**src/rtl/nibble_serial_adder_ctrl.sv**
```systemverilog
// Multi-cycle WIDTH-bit adder that walks one 4-bit CLA slice across the operands, LS nibble first.
// Optional macro ADD_OVERFLOW_FLAG_EN adds a registered signed-overflow output ovf_o.

module cla_adder_4bit (
  input  logic [3:0] a_i,
  input  logic [3:0] b_i,
  input  logic       cin_i,
  output logic [3:0] sum_o,
  output logic       cout_o
);
  logic [3:0] w_p;
  logic [3:0] w_g;
  logic [4:0] w_c;

  assign w_p    = a_i ^ b_i;
  assign w_g    = a_i & b_i;
  assign w_c[0] = cin_i;
  assign w_c[1] = w_g[0] | (w_p[0] & w_c[0]);
  assign w_c[2] = w_g[1] | (w_p[1] & w_g[0]) | (w_p[1] & w_p[0] & w_c[0]);
  assign w_c[3] = w_g[2] | (w_p[2] & w_g[1]) | (w_p[2] & w_p[1] & w_g[0])
                | (w_p[2] & w_p[1] & w_p[0] & w_c[0]);
  assign w_c[4] = w_g[3] | (w_p[3] & w_g[2]) | (w_p[3] & w_p[2] & w_g[1])
                | (w_p[3] & w_p[2] & w_p[1] & w_g[0])
                | (w_p[3] & w_p[2] & w_p[1] & w_p[0] & w_c[0]);
  assign sum_o  = w_p ^ w_c[3:0];
  assign cout_o = w_c[4];
endmodule

// Handshakes: a transfer happens on a rising edge where valid and ready are both high;
// valid_o and the result stay stable until that edge, and ready_o is high only in IDLE.
module nibble_serial_adder_ctrl #(
  parameter int WIDTH = 32
) (
  input  logic             clk_i,
  input  logic             rst_i,
  input  logic             valid_i,
  output logic             ready_o,
  input  logic [WIDTH-1:0] a_i,
  input  logic [WIDTH-1:0] b_i,
  input  logic             cin_i,
  output logic             valid_o,
  input  logic             ready_i,
  output logic [WIDTH-1:0] sum_o,
  output logic             cout_o
`ifdef ADD_OVERFLOW_FLAG_EN
  ,
  output logic             ovf_o
`endif
);
  localparam int NIB   = WIDTH / 4;
  localparam int CNT_W = (NIB > 1) ? $clog2(NIB) : 1;
  localparam logic [CNT_W-1:0] LAST = CNT_W'(NIB - 1);

  if (((WIDTH % 4) != 0) || (WIDTH < 8)) begin : g_width_check
    $error("nibble_serial_adder_ctrl: WIDTH must be a multiple of 4 and >= 8");
  end

  typedef enum logic [1:0] {IDLE, RUN, DONE} state_t;

  state_t           r_state;
  state_t           w_next;
  logic [CNT_W-1:0] r_cnt;
  logic             r_carry;
  logic [WIDTH-1:0] r_a;
  logic [WIDTH-1:0] r_b;
  logic [WIDTH-1:0] r_sum;
  logic             r_cout;
  logic [3:0]       w_a_nib;
  logic [3:0]       w_b_nib;
  logic [3:0]       w_slice_sum;
  logic             w_slice_cout;
  logic             w_accept;
  logic             w_last;

  assign w_a_nib  = r_a[{r_cnt, 2'b00} +: 4];
  assign w_b_nib  = r_b[{r_cnt, 2'b00} +: 4];
  assign w_accept = (r_state == IDLE) && valid_i;
  assign w_last   = (r_state == RUN) && (r_cnt == LAST);

  cla_adder_4bit u_slice (
    .a_i    (w_a_nib),
    .b_i    (w_b_nib),
    .cin_i  (r_carry),
    .sum_o  (w_slice_sum),
    .cout_o (w_slice_cout)
  );

  always_ff @(posedge clk_i) begin
    if (rst_i) r_state <= IDLE;
    else       r_state <= w_next;
  end

  always_comb begin
    w_next  = r_state;
    ready_o = 1'b0;
    valid_o = 1'b0;
    case (r_state)
      IDLE: begin
        ready_o = 1'b1;
        if (valid_i) w_next = RUN;
      end
      RUN: begin
        if (r_cnt == LAST) w_next = DONE;
      end
      DONE: begin
        valid_o = 1'b1;
        if (ready_i) w_next = IDLE;
      end
      default: w_next = IDLE;
    endcase
  end

  always_ff @(posedge clk_i) begin
    if (rst_i) begin
      r_cnt   <= '0;
      r_carry <= 1'b0;
      r_a     <= '0;
      r_b     <= '0;
      r_sum   <= '0;
      r_cout  <= 1'b0;
    end else if (w_accept) begin
      r_a     <= a_i;
      r_b     <= b_i;
      r_carry <= cin_i;
      r_sum   <= '0;
      r_cnt   <= '0;
    end else if (r_state == RUN) begin
      r_sum[{r_cnt, 2'b00} +: 4] <= w_slice_sum;
      r_carry                    <= w_slice_cout;
      if (w_last) r_cout <= w_slice_cout;
      else        r_cnt  <= r_cnt + 1'b1;
    end
  end

  assign sum_o  = r_sum;
  assign cout_o = r_cout;

`ifdef ADD_OVERFLOW_FLAG_EN
  logic r_ovf;
  logic w_msb_cin;

  // Carry into the MSB is recovered from the top bit of the final nibble: a ^ b ^ sum.
  assign w_msb_cin = w_a_nib[3] ^ w_b_nib[3] ^ w_slice_sum[3];

  always_ff @(posedge clk_i) begin
    if (rst_i)       r_ovf <= 1'b0;
    else if (w_last) r_ovf <= w_msb_cin ^ w_slice_cout;
  end

  assign ovf_o = r_ovf;
`endif
endmodule

```
**config.mk**
```make
export PLATFORM = sky130hd
export DESIGN_NAME = nibble_serial_adder_ctrl
export DESIGN_NICKNAME = d
export VERILOG_FILES = /design/src/rtl/nibble_serial_adder_ctrl.sv
export SDC_FILE = /design/constraint.sdc
export NUM_CORES = 1
export LEC_CHECK = 0
export BUFFER_PORTS_ARGS = -buffer_cell sky130_fd_sc_hd__clkbuf_2
export CAP_MARGIN = 20
export CORE_MARGIN = 2
export CORE_UTILIZATION = 34
export DETAILED_ROUTE_END_ITERATION = 6
export HOLD_SLACK_MARGIN = 0.1
export PLACE_DENSITY = 0.58
export RECOVER_POWER = 25
export SKIP_LAST_GASP = 1
export SYNTH_ARGS = -nofsm -noshare
export SYNTH_HDL_FRONTEND = slang
export SYNTH_HIERARCHICAL = 1
export SYNTH_SLANG_ARGS = --single-unit
```
**constraint.sdc**
```tcl
create_clock -name clk_i -period 6 [get_ports clk_i]
set_clock_uncertainty 0.15 [all_clocks]
set_input_delay 0.9 -clock clk_i [delete_from_list [all_inputs] [get_ports clk_i]]
set_output_delay 0.9 -clock clk_i [all_outputs]
set_load 0.05 [all_outputs]
```
Word-level counts from Yosys, hierarchy flattened
Cells that the tools add are included.

operators by class
  $add $sub $neg = 2
  reductions and logical operators = 8
  equal/unequal tests = 6
  shift operators = 4
  muxes and demuxes = 9
  bitwise gates (word level) = 31

operator list
  kind                    count
  $shiftx 32x6->4         2
  $bwmux 32               1
  $shift 4x7->32 const A  1
  $shiftx 4x7->32         1
  $and 1x1->1             16
  $or 1x1->1              10
  $xor 4x4->4             2
  $neg 5->7               1
  $mux 2                  3
  $ne 2x2->1 const B      3
  $pmux 2 s3              1
  $reduce_and 3->1        2
  $and 4x4->4             1
  $mux 1                  4
  $add 3x1->3 const B     1
  $eq 3x3->1 const B      1
  $eq 2x1->1 const B      1
  $eq 2x2->1 const B      1
  $logic_and 1x1->1       2
  $logic_not 2->1         1
  $not 1->1               2
  $reduce_and 2->1        1
  $reduce_bool 2->1       1
  $reduce_or 2->1         1

storage, ports and cells
  register bits = 103

Depth between registers and ports, before layout
  depth in word-level cells = 9
  gate-level depth with buffers = 12
  depth with buffers taken out = 10

Cells and area by module
Netlist, hierarchy kept.

modules (own cells, without submodules)
  module                    instances  sequential area each (um^2)  area an instance (um^2)  cells each
  nibble_serial_adder_ctrl  1          2062.0                       4601.9                   545
  cla_adder_4bit            1          0.0                          147.6                    17

Worst setup path after synthesis
No wires, ideal clock.

  kind = register to register
  start point = register r_cnt[0]
  end point = register r_sum[11], in the netlist sum_o[11]
  required time = 5780 ps
  library setup time = 70 ps
  arrival time = 2903 ps
  stages on the path, launching flop included = 13
  path slack = 2877 ps
  cell sequence = dfxtp_1 -> buf_6 -> buf_2 -> mux4_2 -> nand2_1 -> nand2_1 -> ha_1 -> a21o_1 -> a31o_1 -> xor2_1 -> nor4bb_1 -> nand3_1 -> a21oi_1

RTL lines
  what                                               RTL line  source
  from (decl)                                        62        logic [CNT_W-1:0] r_cnt;
  from (signal assigned)                             131       else r_cnt <= r_cnt + 1'b1;
  $shiftx 32x6->4 *                                  75        assign w_a_nib = r_a[{r_cnt, 2'b00} +: 4];
  named net w_a_nib[0]                               68        logic [3:0] w_a_nib;
  $and 4x4->4 / $xor 4x4->4 (equally long branches)  16, 15
  $and 1x1->1 (on tied branches)                     20, 21
  $or 1x1->1 / $and 1x1->1 (equally long branches)   20, 21
  $or 1x1->1 *                                       21        | (w_p[2] & w_p[1] & w_p[0] & w_c[0]);
  $xor 4x4->4 *                                      25        assign sum_o = w_p ^ w_c[3:0];
  named net w_slice_sum[3]                           70        logic [3:0] w_slice_sum;
  $shiftx 4x7->32 *                                  128       r_sum[{r_cnt, 2'b00} +: 4] <= w_slice_sum;
  $bwmux 32 *                                        128
  to (signal, indexed assignment)                    128
  to (decl)                                          66        logic [WIDTH-1:0] r_sum;

Mark *: on every way through the listed nets, which the timed path passes. The rest lies on a longest branch.
A chain may end at the register's enable or synchronous reset.

Final worst setup path
  start point = register r_state[1]
  end point = register r_sum[13], in the netlist sum_o[13]

between the ends
  longest elaborated chain between the ends = 3

ends and longest elaborated chain
  what                              RTL line  source
  from (decl)                       60        state_t r_state;
  from (signal assigned)            90        else r_state <= w_next;
  $logic_not 2->1                   77        assign w_accept = (r_state == IDLE) && valid_i;
  $logic_and 1x1->1                 77
  $reduce_or 2->1 (no source line)  -

Several ways; a longest one is shown, not always the timed one.

==> summary.md <==
| Metric | Value |
|---|---|
| GP Congestion | 0.808 |
| TritonCTS clock tree | yes |
| Max-cap violations | 1 |
| Final worst setup slack | 2.14 ns |
| First-pass GRT wire length | 19900 um |
| Seq/Total Area, Yosys | 43.4% |
| Vias per inst | 5.14 |
| Worst r2r src | r_state[1] |
| Worst min path class | reg2reg |
| H-tree depth | 3 |
| Worst Setup Path Type | reg2reg |
| Comb pwr share | 12.6% |
| CTS clk-pin slew, worst paths | 0.07 ns |
| Drt pass-1 iters | 4 |
| HPWL Detailed | 8430 um |
| Nets@finish | 716 |
| Hold Path Cell Cnt | 2 |
| Run status | finished with violations |
| Post-Syn Nets | 643 |
| P&R area growth vs syn | 17.4% |
| CP cell instances | or3b_2, clkbuf_1, nand2b_1, buf_4, a21oi_1 |
| Largest net degree at the start of global routing | 70 |
| Sink Count | 103 |
| Yosys reg bits | 103 |
| Total grt overflow | 0 |
| Vias in the first global route | 4124 |
| CTS max path bufs | 2 |
| WL final | 12200 um |
| Syn. warnings | 6 |
| CTS Root Buffer Type | clkbuf_16 |
| Vias | 4214 |
| Antenna diodes | 0 |
| FF-to-FF End | sum_o[13] |
| Rows | 43 |
| Post-route cell area | 0.00558 mm2 |
| Setup TNS | 0 ns |
| Failing checks | capacitance limit, slew limit |
| Internal Power | 1080 uW |
| Die height | 122 um |
| Tcrit/Tclk final | 64.3% |
| NetSw | 410 uW |
| Placed cell area | 0.00533 mm2 |
| Slowest Stage Delay on Critical Path | 1.92 ns |
| Hold Startpoint | r_b[19] |
| Final Hold Viols | 0 |
| Hold endpoint | r_b[19] |
| Boundary Pins | 104 |
| Setup violation total in the final timing report | 0 |
| Syn_area_per_cell | 8.45 um2 |
| Initial core utilization | 34.5% |
| Total core area | 0.0138 mm2 |
| Share of post-route cells with drive strength above 1 | 18.1% |
| Routed Antenna Nets | 0 |
| Sw frac | 27.5% |
| Min cycle time layout | 3.86 ns |
| Flop pwr share | 49.4% |
| Clock power frac | 38.0% |
| Post-CTS Resized | 0 |
| Startpoint types | flop |
| Worst-Margin Slew | 2.74 ns |
| Hold-fix buffers, CTS | 0 |
| Antenna violations before repair | 0 |
| Crit Path Max Fanout | 67 |
| Area of the multi-input gates | 0.00246 mm2 |
| Layout filler cell count | 1490 |
| CP required | 6.12 ns |
| Crit path DAT | 3.98 ns |
| RSZ-0062 raised after global routing | false |
| Cell Count Post-Placement | 804 |
| Total CTS buffers | 9 |
| Die Area | 0.0149 mm2 |
| Slowest-stage cell, CP | clkbuf_1 |
| Max-slew violations | 68 |
| Post-CTS setup buffer count | 0 |
| Pre-CTS setup slack | 2.21 ns |
| Wire per inst | 14.9 um |
| FF+latch area | 0.00206 mm2 |
| CP endpoint kind | flop |
| PortBufs | 103 |
| Worst R2R Path Depth | 5 |
| Detailed-route DRC error count | 0 |
| Die width | 122 um |
| Post-Layout Cell Count | 820 |
| DRT iter0 DRCs | 258 |
| FMAX | 259 MHz |
| Pwr/cell area | 267 mW/mm2 |
| Setup slack, reg-to-reg | 2.14 ns |
| Cells after Synth | 562 |
| Peak VDD IR | 0.146 mV |
| Yosys cell types | 43 |
| P_leak | 0.00213 uW |
| Syn Std Cell Area | 0.00475 mm2 |
| Tot GR Track Use | 16.7% |
| Latest clock arrival within the worst-skew pair | 0.35 ns |
| Slew headroom | -82.7% |
[routing by layer]
metal / wire [um] / part of all wire [%] / vias to the layer above / global-route usage, %
met4: 110 / 0.90 / 0 / 4.24
met2: 5860 / 48 / 104 / 28.2
li1: - / - / 2099 / -
met5: 0 / 0 / - / 0
met1: 5610 / 46 / 2002 / 21.6
met3: 600 / 4.9 / 9 / 3.93
[synth_stat cells, drive strengths merged]
library cell	count	area [um2]
a211oi	1	7.51
a21o	3	22.5
a21oi	98	490
a31o	1	8.76
and4b	7	70.1
and4bb	2	25.0
buf	21	110
clkbuf	26	100
clkinv	1	3.75
dfxtp	103	2060
fa	1	20.0
ha	11	138
inv	6	22.5
mux2i	4	40.0
mux4	16	360
nand2	152	571
nand2b	4	25.0
nand3	28	140
nand3b	1	7.51
nand4	4	25.0
nand4b	3	26.3
nand4bb	1	11.3
nor2	9	33.8
nor2b	2	12.5
nor3	1	5.00
nor3b	2	20.0
nor4b	2	32.5
nor4bb	9	90.1
o21ai	28	140
o31ai	4	30.0
or2	1	6.26
or3	1	6.26
or3b	1	8.76
or4b	2	20.0
or4bb	2	22.5
xnor2	3	26.3
xor2	1	8.76
[critical path, delay by kind of cell (launching register included)]
kind	cells	cell delay, ns
AO/OA/AOI/OAI	1	0.16
flip-flops	1	0.80
buffers and inverters	2	2.28
AND/OR/NAND/NOR	2	0.36
[cells by family (layout without fill, tap and decap cells)]
family                   Yosys count  count (layout)  share of synthesized area [%]
AO/OA/AOI/OAI                    135             135                           14.7
XOR/XNOR                           4               4                          0.738
flip-flops                       103             103                           43.4
buffers and inverters             54             132                           4.98
AND/OR/NAND/NOR                  234             234                           24.4
adder cells (fa/ha/maj)           12              12                           3.32
multiplexers                      20              20                           8.43
[area by class of cell]
| class | instances | share of cell area, % |
|---|---|---|
| clock buffers | 9 | 4.04 |
| well taps | 180 | 4.04 |
| clock inverters | 7 | 1.19 |
| flip-flops and latches | 103 | 37.0 |
| repair buffers | 109 | 9.24 |
| multi-input cells | 405 | 44.0 |
| inverters | 7 | 0.471 |
[through the flow]
stage	power [uW]	hold slack, ns	utilization (%)
2_1_floorplan	885	0.283	-
3_3_place_gp	935	0.291	38.7
3_5_place_dp	943	0.297	38.7
4_1_cts	1510	0.307	40.8
5_1_grt	1560	0.324	40.5
6_report	1490	0.306	40.5
[cell usage in the layout, fill, tap and decap left out, types with 3 or more instances in the layout]
| master | instances |
|---|---|
| buf_4 | 5 |
| xnor2_1 | 3 |
| ha_1 | 11 |
| o21ai_0 | 28 |
| clkbuf_16 | 9 |
| o31ai_1 | 4 |
| nand4_1 | 4 |
| nand3_1 | 28 |
| clkbuf_1 | 34 |
| clkbuf_2 | 70 |
| nor4bb_1 | 9 |
| mux2i_1 | 4 |
| and4b_1 | 7 |
| nand2b_1 | 4 |
| inv_1 | 6 |
| a21oi_1 | 98 |
| nand2_1 | 152 |
| mux4_2 | 16 |
| nand4b_1 | 3 |
| dfxtp_1 | 102 |
| nor2_1 | 9 |
| a21o_1 | 3 |
[registers in the layout, summed over array words and instances (netlist names)]
signal / cells
r_a: 32
r_b: 32
sum_o: 32
r_cnt: 3
r_state: 2
cout_o: 1
r_carry: 1
[power groups by stage]
stage               sequential (uW)  clock (uW)  combinational [uW]
floorplan                       742           0                 143
global placement                752           0                 183
detailed placement              754           0                 189
CTS                             738         580                 190
global route                    742         603                 211
finish                          737         567                 188
[worst max path at each step]
stage	startpoint	to	slack [ns]
detailed placement	r_cnt[0]	sum_o[26]	2.21
global placement	r_cnt[0]	sum_o[27]	2.29
floorplan	r_cnt[0]	sum_o[11]	2.88
global route	r_state[1]	sum_o[13]	1.59
finish	r_state[1]	sum_o[13]	2.14
CTS	r_cnt[0]	sum_o[26]	2.18
No activity file was read; power rests on OpenSTA's default activity.
